File: config.mk
export PLATFORM = sky130hd
export DESIGN_NAME = seg7_scan_mux
export DESIGN_NICKNAME = d
export VERILOG_FILES = /design/src/rtl/seg7_scan_mux.sv
export SDC_FILE = /design/constraint.sdc
export NUM_CORES = 1
export LEC_CHECK = 0
export BUFFER_PORTS_ARGS = -buffer_cell sky130_fd_sc_hd__buf_2
export CAP_MARGIN = 20
export CORE_MARGIN = 10
export CORE_UTILIZATION = 43
export DETAILED_ROUTE_END_ITERATION = 10
export PLACE_DENSITY = 0.77
export SLEW_MARGIN = 0
export SYNTH_ARGS = -nofsm -noshare
export SYNTH_HDL_FRONTEND = slang
export SYNTH_SLANG_ARGS = --single-unit
File: constraint.sdc
create_clock -name clk -period 2.1 [get_ports clk]
set_input_delay 0.315 -clock clk [delete_from_list [all_inputs] [get_ports clk]]
set_output_delay 0.315 -clock clk [all_outputs]
set_load 0.05 [all_outputs]
File: src/rtl/seg7_scan_mux.sv
// Time-multiplexed common-anode 7-segment driver: selects a pre-decoded digit bank and scans its digits.
// Bank switches happen only at frame boundaries. Each slot starts with anti-ghost dead time, and digits can blink.
module seg7_scan_mux #(
  parameter int NUM_DIGITS   = 4,
  parameter int NUM_SRC      = 3,
  parameter int SEG_W        = 8,
  parameter int SCAN_DIV     = 50000,
  parameter int DEAD_CYC     = 16,
  parameter int BLINK_FRAMES = 64,
  parameter int SEG_ACT_LOW  = 1
) (
  input  logic                                clk,
  input  logic                                rst_n,
  input  logic [NUM_SRC*NUM_DIGITS*SEG_W-1:0] src_bus,
  input  logic [$clog2(NUM_SRC+1)-1:0]        sel,
  input  logic [NUM_DIGITS-1:0]               digit_en,
  input  logic [NUM_DIGITS-1:0]               blink_en,
  output logic [NUM_DIGITS-1:0]               an_n,
  output logic [SEG_W-1:0]                    seg,
  output logic [$clog2(NUM_DIGITS)-1:0]       digit_idx,
  output logic                                frame_done
);

  localparam int SEL_W = $clog2(NUM_SRC+1);
  localparam int IDX_W = $clog2(NUM_DIGITS);
  localparam int PS_W  = (SCAN_DIV > 1) ? $clog2(SCAN_DIV) : 1;
  localparam int BC_W  = (BLINK_FRAMES > 1) ? $clog2(BLINK_FRAMES) : 1;
  localparam logic [SEG_W-1:0] SEG_BLANK = (SEG_ACT_LOW != 0) ? {SEG_W{1'b1}} : {SEG_W{1'b0}};

  logic [PS_W-1:0]       presc_q, presc_d;
  logic [IDX_W-1:0]      digit_idx_q, digit_idx_d;
  logic [SEL_W-1:0]      active_sel_q, active_sel_d;
  logic [BC_W-1:0]       blink_cnt_q, blink_cnt_d;
  logic                  blink_phase_q, blink_phase_d;
  logic                  frame_done_q, frame_done_d;
  logic [NUM_DIGITS-1:0] an_n_q, an_n_d;
  logic [SEG_W-1:0]      seg_q, seg_d;
  logic [SEG_W-1:0]      pat;
  logic                  tick, wrap;

  always_comb begin
    tick          = (presc_q == PS_W'(SCAN_DIV-1));
    wrap          = tick && (digit_idx_q == IDX_W'(NUM_DIGITS-1));
    presc_d       = tick ? '0 : presc_q + PS_W'(1);
    digit_idx_d   = digit_idx_q;
    if (tick) digit_idx_d = wrap ? '0 : digit_idx_q + IDX_W'(1);
    frame_done_d  = wrap;
    active_sel_d  = wrap ? sel : active_sel_q;
    blink_cnt_d   = blink_cnt_q;
    blink_phase_d = blink_phase_q;
    if (wrap) begin
      if (blink_cnt_q == BC_W'(BLINK_FRAMES-1)) begin
        blink_cnt_d   = '0;
        blink_phase_d = ~blink_phase_q;
      end else begin
        blink_cnt_d = blink_cnt_q + BC_W'(1);
      end
    end
  end

  // Out-of-range selections match no bank, so they fall through to a blank pattern.
  always_comb begin
    pat = '0;
    for (int s = 0; s < NUM_SRC; s++) begin
      for (int d = 0; d < NUM_DIGITS; d++) begin
        if (active_sel_q == SEL_W'(s) && digit_idx_q == IDX_W'(d))
          pat = src_bus[(s*NUM_DIGITS+d)*SEG_W +: SEG_W];
      end
    end
    if (!digit_en[digit_idx_q] || (blink_en[digit_idx_q] && !blink_phase_q))
      pat = '0;
    seg_d  = (SEG_ACT_LOW != 0) ? ~pat : pat;
    an_n_d = '1;
    if (presc_q >= PS_W'(DEAD_CYC)) an_n_d[digit_idx_q] = 1'b0;
  end

  always_ff @(posedge clk or negedge rst_n) begin
    if (!rst_n) begin
      presc_q       <= '0;
      digit_idx_q   <= '0;
      active_sel_q  <= '0;
      blink_cnt_q   <= '0;
      blink_phase_q <= 1'b1;
      frame_done_q  <= 1'b0;
      an_n_q        <= '1;
      seg_q         <= SEG_BLANK;
    end else begin
      presc_q       <= presc_d;
      digit_idx_q   <= digit_idx_d;
      active_sel_q  <= active_sel_d;
      blink_cnt_q   <= blink_cnt_d;
      blink_phase_q <= blink_phase_d;
      frame_done_q  <= frame_done_d;
      an_n_q        <= an_n_d;
      seg_q         <= seg_d;
    end
  end

  assign an_n       = an_n_q;
  assign seg        = seg_q;
  assign digit_idx  = digit_idx_q;
  assign frame_done = frame_done_q;

endmodule

# After elaboration in Yosys (flattened, before gate mapping)

Cells that the tools add are included.
W data, S select, Z words.

$add $sub $neg: 3
$lt $le $gt $ge: 3
Eq/ne operators: 7
Mux-type cells: 23
Bitwise operators: 3
Reductions and logical operators: 21

Operators by type and width:

| operator                | number |
|---|---|
| $mux W8                 | 13 |
| $add A16 B1 Y16 const B | 1 |
| $eq A16 B16 Y1 const B  | 1 |
| $ge A16 B5 Y1 const B   | 1 |
| $mux W16                | 1 |
| $logic_and A1 B1 Y1     | 15 |
| $not A8 Y8              | 1 |
| $add A6 B1 Y6 const B   | 1 |
| $eq A2 B2 Y1 const B    | 3 |
| $eq A6 B6 Y1 const B    | 1 |
| $mux W6                 | 1 |
| $bmux W1 S2             | 2 |
| $eq A2 B1 Y1 const B    | 2 |
| $logic_not A2 Y1        | 2 |
| $mux W4                 | 1 |
| $not A4 Y4              | 1 |
| $lt A2 B3 Y1 const B    | 1 |
| $mux W1                 | 3 |
| $add A2 B1 Y2 const B   | 1 |
| $demux W1 S2            | 1 |
| $ge A2 B1 Y1 const B    | 1 |
| $logic_not A1 Y1        | 2 |
| $mux W2                 | 1 |
| $reduce_and A2 Y1       | 1 |
| 2 further kinds         | 2 |

Bits in registers: 40
Output and inout bits: 15

# Depth between registers and ports, before layout

Gate-level depths: netlist (run 1).

Depth in word-level cells: 16
Depth in mapped cells: 9
Mapped depth without buffers: 7

# Least setup slack after synthesis (run 1)

No wires, ideal clock.

Path type: flip-flop to flip-flop
From: reg digit_idx_q[0] (netlist: digit_idx[0])
To: reg seg_q[0] (netlist: seg[0])
Arrival time: 2.386 ns
Path slack: -0.397 ns
Cell stages (with the launch flop): 10
Buffers on the path: 2
Path through: dfrtp_1 > inv_1 > ha_1 > clkbuf_1 > nor2b_1 > clkbuf_1 > a221oi_1 > o32ai_1 > and2_1 > o311ai_0

Word-level cells in the longest chain between the ends: 16
Elaborated cells between the ends (all ways): 37
Those cells by class: eq/ne: 3; mux: 17; bitwise: 1; reduce/logical: 16

Ends and longest elaborated chain:

| what                     | line | text |
|---|---|---|
| start: declaration       | 31   | `logic [IDX_W-1:0] digit_idx_q, digit_idx_d;` |
| start signal: assignment | 89   | `digit_idx_q <= digit_idx_d;` |
| $logic_not A2 Y1         | 66   | `if (active_sel_q == SEL_W'(s) && digit_idx_q == IDX_W'(d))` |
| $logic_and A1 B1 Y1      | 66   |  |
| $mux W8 (12 in a row)    | 66   |  |
| $mux W8 *                | 70   | `if (!digit_en[digit_idx_q] \|\| (blink_en[digit_idx_q] && !blink_phase_q))` |
| $not A8 Y8 *             | 72   | `seg_d = (SEG_ACT_LOW != 0) ? ~pat : pat;` |
| via seg_d[0]             | 37   | `logic [SEG_W-1:0] seg_q, seg_d;` |
| end signal: assignment   | 95   | `seg_q <= seg_d;` |
| end: declaration         | 37   |  |

The timed path passes the listed nets; every way through them passes the cells marked *. The select of a mux whose other input is x is not followed.
A chain may end at the register's enable or synchronous reset.

# Final worst setup path (run 1)

From: reg digit_idx_q[0] (netlist: digit_idx[0])
To: reg seg_q[6] (netlist: seg[6])

The elaborated chain is that of the path after synthesis.

==> results of run 1 <==
## stage by stage
step / instances / util, %
final: 519 / 58.6
after global routing: 519 / 58.6
after CTS: 513 / 57.4
after detailed placement: 504 / 55.7
after global placement: 504 / 55.7
after floorplan: 315 / -
## layout make-up
| class | count | share of cell area, % |
|---|---|---|
| multi-input combinational | 238 | 44.8 |
| sequential | 40 | 27.6 |
| timing repair buffer | 144 | 21.4 |
| tap | 77 | 2.60 |
| clock buffer | 5 | 1.86 |
| inverter | 12 | 1.32 |
| clock inverter | 3 | 0.507 |
## registers in the layout, summed over array words and instances (netlist names)
register       cells
blink_cnt_q        6
active_sel_q       2
an_n               4
seg                8
frame_done         1
digit_idx          2
presc_q           16
blink_phase_q      1
## logic make-up (layout without fill, tap and decap cells)
group / count (synthesis) / count (layout) / share of synthesized area [%]
muxes: 5 / 5 / 2.83
xor gates and xnor gates: 17 / 17 / 5.35
and+or+nand+nor: 111 / 111 / 21.8
buffers and inverters: 37 / 164 / 5.22
AOI/OAI and AO/OA: 98 / 98 / 25.1
DFF: 40 / 40 / 36.6
adders and majority gates: 7 / 7 / 3.15
## metal layers
layer / global-route usage (%) / vias to the layer above / routed length, um
met3: 5.01 / 15 / 817
met5: 0 / - / 0
met2: 31.3 / 160 / 4850
li1: - / 1435 / -
met1: 25.0 / 1427 / 4140
met4: 5.87 / 0 / 158
## worst register-to-register path: cells and delay by family (launching register included)
kind	cells	cell delay (ns)
compound gates	4	0.81
fa+ha+maj	1	0.21
simple gates	1	0.13
buf+inv	2	0.34
flops	1	0.43
## worst min path at each step
stage	cells after the start	startpoint	endpoint
2_1_floorplan	0	rst_n	active_sel_q[0]
3_3_place_gp	1	rst_n	digit_idx[1]
3_5_place_dp	1	rst_n	digit_idx[1]
4_1_cts	2	sel[0]	active_sel_q[0]
5_1_grt	2	sel[1]	active_sel_q[1]
6_report	2	sel[0]	active_sel_q[0]
## synth_stat cells, types with 2 or more instances
library cell  instances  area [um^2]
dfrtp_1              27          676
nor2_1               26         97.6
nand2_1              25         93.8
a21oi_1              24          120
a221oi_1             17          149
o22ai_1              16          100
clkbuf_1             15         56.3
nor2b_1              14         87.6
dfstp_2              13          342
inv_1                11         41.3
nand3_1              11         55.1
and2_1                9         56.3
xor2_1                9         78.8
o41ai_1               8         70.1
xnor2_1               8         70.1
ha_1                  7         87.6
nor4b_1               7         61.3
o211ai_1              7         52.6
o32ai_1               7         61.3
buf_1                 5         18.8
buf_2                 5         25.0
o21ai_0               5         25.0
nor3_1                4         20.0
o311ai_0              4         35.0
and3_1                3         18.8
mux2_2                3         33.8
o311ai_1              3         26.3
or3_1                 3         18.8
mux4_2                2         45.0
o31ai_1               2         15.0
## what timing repair did
| item | 4_1_cts | 5_1_grt |
|---|---|---|
| hold endpoints to repair | 2 | 0 |
| hold buffers | 1 | 0 |
| pin swaps | 0 | 1 |
| setup endpoints to repair | 1 | 9 |
| setup buffers | 0 | 6 |
| resized for setup | 1 | 8 |
## power groups by stage
| stage | combinational, W | clock [W] | sequential, W |
|---|---|---|---|
| final | 0.000266 | 0.000511 | 0.000790 |
| after global routing | 0.000290 | 0.000551 | 0.000791 |
| after CTS | 0.000261 | 0.000516 | 0.000790 |
| after detailed placement | 0.000258 | 0 | 0.000805 |
| after global placement | 0.000257 | 0 | 0.000805 |
| after floorplan | 0.0000810 | 0 | 0.000828 |
==> metrics, run 1 <==
Root Driver clkbuf_8; clk_lat worst skew 0.29 ns; Min Hold Slack 0.252 ns; Critical Path Most Common Cell buf_4; post-DP HPWL 7630 um; H-tree Lvls 2; CP Max Fanout 9; status finished clean; reg2reg end seg[6]; peak supply drop 0.000306 V; P_int 0.00114 W; DR WL/cell 19.2 um; reg-to-reg startpoint digit_idx[0]; FF-to-FF setup slack 0.1 ns; vias in the first global route 3145; FF-to-FF path depth 8; largest net degree at the start of global routing 35; first-pass GRT wire length 15900 um; CP Depth 8; Cell Area, Synth 2780 um^2; Net Switching 0.000423 W; Die Ht 100 um; area grow syn2layout 33.0%; CP startpoint digit_idx[0]; GP Congestion 0.921; register area 1020 um^2; layout cells sized above 1 41.9%; DP Area 3520 um^2; multi-input logic area 1660 um^2; logic gate share of total power 17.0%; input/output buffers 122; DR pass1 iterations 5; most common cell after layout, fill and taps aside buf_2; WP buf/inv 2; row cnt 29; worst path arrival time 2.21 ns; ys async rst share 100%; Reg power frac 50.4%; initial core utilization 44.1%; total gr overflow 0; Syn Nets 430; Worst Tran Pin Value 0.551 ns; worst path required time 2.31 ns; CTS tree yes; crit-path cells buf_4, ha_2, nor2b_1, buf_4, a221oi_1, o32a_1, a21oi_2, o221ai_1; Finish-stage setup viols 0; Worst path max stage delay 0.43 ns; cells after synthesis 315; initial drt markers 297; Slew Limit Fails 0; Yosys warning total 0; via count 3037; ys flop type dfrtp_1; Sw Share 27.0%; crit path kind reg2reg; pre-CTS setup slack 0.0192 ns; Clock transition at path regs 0.08 ns; Cell variety after synth 45; Layout fillers 600; mean post-synth cell area 8.83 um^2; die width 100 um; Seq/Total Area, Yosys 36.6%; CTS sink cnt 40; DRC viols 0; Ports 123; Worst Hold Class in2reg; Die Area 10100 um^2; clock network power share 32.6%; Core Region 6310 um^2; slew margin rel. 63.2%; Antenna diodes 0; Final Cell Area 3700 um^2; initial antenna violation count 0; vias per cell 5.85; worst setup margin 0.0981 ns; Total Routing Usage GR 19.5%; Routed WL 9960 um; Fin Clk Skew 0.00478 ns; CTS Buf Count 5; period utilization 95.3%; Sum Neg Setup Slack 0 ns; number of enable flip-flop cells after synthesis 0; Final min period 2.00 ns; Worst Setup End Kind flip-flop; CP max stage cell dfrtp_2; register bit count reported by yosys 40; Worst setup SP type flip-flop; final hold vios 0; Power Dens Cells 424 nW/um^2; crit path to seg[6]; Final nets 556; fmax 0.500 GHz; kind of cell adding the most delay to the critical path compound AO/OA/AOI/OAI gates; Max-Cap Viols 0; most frequent cells in the layout buf_2 (122), nor2_1 (26), nand2_1 (25), dfrtp_1 (25), a21oi_1 (23); Clock Path Buffers 2; Final ANT Viol Nets 0; Leakage 1.60 nW; Power, Total 0.00157 W
No activity file was read; power rests on OpenSTA's default activity.
==> run 2, diff against run 1 <==
CELL_PAD_IN_SITES_DETAIL_PLACEMENT = 0   (was unset)
CELL_PAD_IN_SITES_GLOBAL_PLACEMENT = 1   (was unset)
CORE_UTILIZATION = 32   (was 43)
CTS_BUF_LIST = sky130_fd_sc_hd__clkbuf_4   (was unset)
PLACE_DENSITY = unset   (was 0.77)
PLACE_DENSITY_LB_ADDON = 0.1   (was unset)
==> run 2 against run 1 <==
  * Clock skew is 0.015 ns higher
  * Global-route usage is 3.9 points lower
  * Critical endpoint is now seg[7]
  * Worst setup slack better by 0.012 ns
  * First-iteration DRC count is 44% lower
  * Hold slack worse by 0.22 ns
  * Sequential share of layout area is 0.68 points lower
  * Via count is 3.2% lower
==> metrics, run 2 (synthesis results as in run 1) <==
CP startpoint digit_idx[0]; period utilization 94.7% (-0.59 points); status finished clean; initial antenna violation count 0 (unchanged); kind of cell adding the most delay to the critical path compound AO/OA/AOI/OAI gates; Total Routing Usage GR 15.6% (-3.9 points); Die Area 12800 um^2 (+27%); Layout Utilization 45.5% (-13 points); Cells after DPL 535 (+6.2%); WP buf/inv 2 (unchanged); area grow syn2layout 36.4%; Antenna diodes 0 (unchanged); Worst path max stage delay 0.46 ns (+0.03 ns); GP Congestion 0.832 (-9.6%); Worst Setup End Kind flip-flop; CP Depth 7 (-1); Final ANT Viol Nets 0 (unchanged); CTS Buf Count 5 (unchanged); DR pass1 iterations 4 (-1); most common cell after layout, fill and taps aside buf_2; Ports 123 (unchanged); total gr overflow 0 (unchanged); most frequent cells in the layout buf_2 (122), nor2_1 (26), nand2_1 (25), dfrtp_1 (25), a21oi_1 (23); Leakage 1.60 nW (+0.13%); row cnt 33 (+14%); clk_lat worst skew 0.36 ns (+0.07 ns); Min Hold Slack 0.0312 ns (-0.221 ns); vias in the first global route 3145 (unchanged); Slew Limit Fails 0 (unchanged); first-pass GRT wire length 16500 um (+3.6%); Post-Layout Cell Count 545 (+5.0%); CTS sink cnt 40 (unchanged); CTS tree yes; Max-Cap Viols 0 (unchanged); largest net degree at the start of global routing 36 (+2.9%); H-tree Lvls 2 (unchanged); FF-to-FF path depth 7 (-1); RSZ-0062 raised after global routing false; CP max stage cell dfrtp_2; slew margin rel. 45.1% (-18 points); Die Ht 113 um (+13%); Fin Clk Skew 0.0198 ns (+0.0150 ns); Power, Total 0.00159 W (+1.6%); CP Max Fanout 34 (+25); Root Driver clkbuf_4; FF-to-FF setup slack 0.11 ns (about the same); hold buffers post-CTS 0 (-1); Worst Hold Class in2async; input/output buffers 122 (unchanged); Clock transition at path regs 0.14 ns (+0.06 ns); Clock Path Buffers 2 (unchanged); DP Area 3600 um^2 (+2.3%); Power Dens Cells 420 nW/um^2 (-0.96%); peak supply drop 0.000313 V (+2.3%); layout cells sized above 1 43.4% (+1.6 points); Worst Tran Pin Value 0.823 ns (+0.271 ns); initial drt markers 167 (-44%); final hold vios 0 (unchanged); reg2reg end seg[7]; worst path required time 2.36 ns (+0.05 ns); DR WL/cell 19.2 um (about the same); DRC viols 0 (unchanged); worst path arrival time 2.25 ns (+0.04 ns); Final Cell Area 3790 um^2 (+2.5%); post-DP HPWL 8080 um (+5.9%); Finish-stage setup viols 0 (unchanged); vias per cell 5.39 (-7.8%); Worst setup SP type flip-flop; initial core utilization 33.3% (-11 points); via count 2940 (-3.2%); reg-to-reg startpoint digit_idx[0]; largest reg by FF count presc_q; fmax 0.503 GHz (+0.62%); Final nets 554 (-0.36%); Routed WL 10500 um (+4.9%); crit path kind reg2reg; Core Region 8340 um^2 (+32%); crit-path cells buf_4, ha_2, buf_12, a221oi_1, o32ai_1, and2_1, o311ai_2; crit path to seg[7]; max reg flops 16 (unchanged); die width 113 um (+13%); Final min period 1.99 ns (-0.0123 ns)
-- run 2: area by class of cell --
class	instances	area, um^2
fillers	857	4550
clock buffers	5	37.5
well taps	105	131
inverters	12	45.0
repair buffers	142	798
clock inverters	3	42.5
flip-flops and latches	40	1020
multi-input cells	238	1720
-- run 2: where the power goes --
group | switching [W] | internal, W | total, W
sequential | 0.00000570 | 0.000785 | 0.000791
combinational | 0.000141 | 0.000132 | 0.000273
clock | 0.000280 | 0.000248 | 0.000528
total | 0.000426 | 0.00117 | 0.00159
-- run 2: routing by layer --
| metal | vias to the layer above | share of wire [%] | global-route usage [%] | wire length (um) |
|---|---|---|---|---|
| met2 | 108 | 44 | 24.0 | 4650 |
| met3 | 8 | 8.4 | 4.75 | 883 |
| met5 | - | 0 | 0 | 0 |
| li1 | 1432 | - | - | - |
| met1 | 1392 | 47 | 21.3 | 4880 |
| met4 | 0 | 0.45 | 2.03 | 47 |
-- run 2: worst min path at each step --
| stage | from | slack, ns | endpoint |
|---|---|---|---|
| 6_report | rst_n | 0.03 | presc_q[9] |
| 2_1_floorplan | rst_n | 0.02 | active_sel_q[0] |
| 3_5_place_dp | rst_n | 0.46 | presc_q[8] |
| 3_3_place_gp | rst_n | 0.47 | presc_q[9] |
| 5_1_grt | rst_n | 0.09 | presc_q[8] |
| 4_1_cts | rst_n | 0.06 | presc_q[8] |
-- run 2: repair_timing --
item | in CTS | in global routing
setup endpoints to repair | 2 | 8
resized for setup | 3 | 13
buffers inserted | 0 | 2
-- run 2: through the flow --
stage	worst slack, ns	TNS (ns)
after floorplan	-0.0333	-0.246
after global placement	-0.0419	-0.0419
after detailed placement	-0.0743	-0.0743
after CTS	0.0224	0
after global routing	0.0192	0
final	0.110	0
==> run 3, diff against run 2 <==
PLACE_DENSITY_LB_ADDON = 0.15   (was 0.1)
==> run 3 against run 2 <==
  * Non-clock buffer count is 4 lower
  * Sequential share of layout area rose by 0.29 points
  * Clock skew is 0.0069 ns lower
  * Via count grew 0.99%
  * Combinational power is essentially flat
  * Final cell count shrank 0.73%
  * Worst setup slack worse by 0.014 ns
  * Count of clock-buffer cells in the layout stayed put
  * Critical path type unchanged
==> metrics, run 3 (synthesis results as in run 1) <==
status finished clean; Finish-stage setup viols 0 (unchanged); total gr overflow 0 (unchanged); Cells after DPL 531 (-0.75%); post-DP HPWL 7840 um (-2.9%); RSZ-0062 raised after global routing true; largest reg by FF count presc_q; CP max stage cell dfrtp_2; Final min period 2.00 ns (+0.0136 ns); CTS tree yes; first-pass GRT wire length 15900 um (-3.7%); Slew Limit Fails 0 (unchanged); met2 WL 4320 um (-7.0%); area grow syn2layout 35.0%; peak supply drop 0.000193 V (-38%); input/output buffers 122 (unchanged); Sum Neg Setup Slack 0 ns (unchanged); fmax 0.499 GHz (-0.68%); Fin Clk Skew 0.0128 ns (-0.00693 ns); DR pass1 iterations 5 (+1); Clock transition at path regs 0.14 ns (about the same); Max-Cap Viols 0 (unchanged); Leakage 1.58 nW (-1.4%); die width 113 um (unchanged); Power, Total 0.00161 W (+1.3%); met3 WL 1030 um (+17%); layout cells sized above 1 43.1% (-0.29 points); crit-path cells inv_2, ha_1, nor2b_1, buf_4, a221oi_1, o32ai_1, and2_1, o311ai_2; Worst Setup End Kind flip-flop; Post-Layout Cell Count 541 (-0.73%); Layout fillers 846 (-1.3%); FF-to-FF setup slack 0.1 ns (about the same); Final nets 550 (-0.72%); Total Routing Usage GR 15.1% (-0.43 points); Worst path max stage delay 0.43 ns (-0.03 ns); CTS Buf Count 5 (unchanged); Power Dens Cells 429 nW/um^2 (+2.3%); met1 wire length 4720 um (-3.2%); DR WL/cell 18.7 um (-2.3%); Core Region 8340 um^2 (unchanged); Die Ht 113 um (unchanged); row cnt 33 (unchanged); multi-input logic area 1700 um^2 (-1.0%); most frequent cells in the layout buf_2 (122), nor2_1 (26), nand2_1 (25), dfrtp_1 (25), a21oi_1 (22); FF-to-FF path depth 8 (+1); Worst Tran Pin Value 0.792 ns (-0.0305 ns); Routed WL 10100 um (-3.0%); H-tree Lvls 2 (unchanged); vias per cell 5.49 (+1.7%); Ports 123 (unchanged); slew margin rel. 47.2% (+2.0 points); Die Area 12800 um^2 (unchanged); worst path required time 2.38 ns (+0.02 ns); hold buffers post-CTS 0 (unchanged); vias in the first global route 3057 (-2.8%); final hold vios 0 (unchanged); Root Driver clkbuf_4; Antenna diodes 0 (unchanged); CP Max Fanout 9 (-74%); DR top layer met4; most common cell after layout, fill and taps aside buf_2; period utilization 95.4% (+0.65 points); CTS sink cnt 40 (unchanged); clk_lat worst skew 0.36 ns (about the same); register area 1020 um^2 (unchanged); max reg flops 16 (unchanged); largest net degree at the start of global routing 35 (-2.8%); crit path kind reg2reg; Worst Hold Class in2async; Final ANT Viol Nets 0 (unchanged); Layout Utilization 45.0% (-0.48 points); Worst setup SP type flip-flop; via count 2969 (+0.99%); DRC viols 0 (unchanged); initial drt markers 171 (+2.4%); GP Congestion 0.851 (+2.2%); worst path arrival time 2.28 ns (+0.03 ns); initial core utilization 33.3% (unchanged); Clock Path Buffers 2 (unchanged); initial antenna violation count 0 (unchanged)
run 3: repair_timing:
action / 4_1_cts / 5_1_grt
resized for setup: 1 / 16
buffers inserted: 2 / 0
endpoints found under the setup margin: 3 / 8
pin swaps: 0 / 1
run 3: critical path, delay by kind of cell (launching register included):
kind | cells | cell delay (ns)
AO/OA/AOI/OAI | 3 | 0.71
adder cells (fa/ha/maj) | 1 | 0.21
buffers and inverters | 2 | 0.24
flip-flops | 1 | 0.43
AND/OR/NAND/NOR | 2 | 0.34
run 3: report_power, final:
group / internal, W / switching (W) / leakage [nW] / total (W)
registers: 0.000785 / 0.00000629 / 0.491 / 0.000791
clock network: 0.000255 / 0.000292 / 0.0418 / 0.000547
logic: 0.000132 / 0.000142 / 1.04 / 0.000274
total: 0.00117 / 0.000441 / 1.58 / 0.00161
run 3: routing by layer:
| layer | GRT usage (%) | vias to the layer above |
|---|---|---|
| met5 | 0 | - |
| met4 | 3.13 | 0 |
| met3 | 5.60 | 7 |
| met2 | 22.3 | 128 |
| met1 | 20.6 | 1414 |
| li1 | - | 1420 |
run 3: worst paths after layout:
path                                 from               to
setup / recovery             digit_idx[0]           seg[0]
hold / removal                      rst_n       presc_q[2]
setup reg to reg             digit_idx[0]           seg[0]
hold reg to reg            blink_cnt_q[4]   blink_cnt_q[4]
max in group asynchronous           rst_n       presc_q[7]
min in group clk                   sel[0]  active_sel_q[0]
run 3: metrics by stage:
stage	instance area, um^2	setup slack, ns	hold slack [ns]
after floorplan	2790	-0.0333	0.0194
after global placement	3570	0.0314	0.443
after detailed placement	3570	-0.0462	0.450
after CTS	3670	0.0315	0.0306
after global routing	3750	-0.0405	0.0363
final	3750	0.0968	0.0188
run 3: area by class of cell:
cell class | count | area share (%)
sequential | 40 | 27.2
timing repair buffer | 138 | 20.5
clock inverter | 3 | 1.23
multi-input combinational | 238 | 45.3
clock buffer | 5 | 1.00
tap | 105 | 3.50
inverter | 12 | 1.30
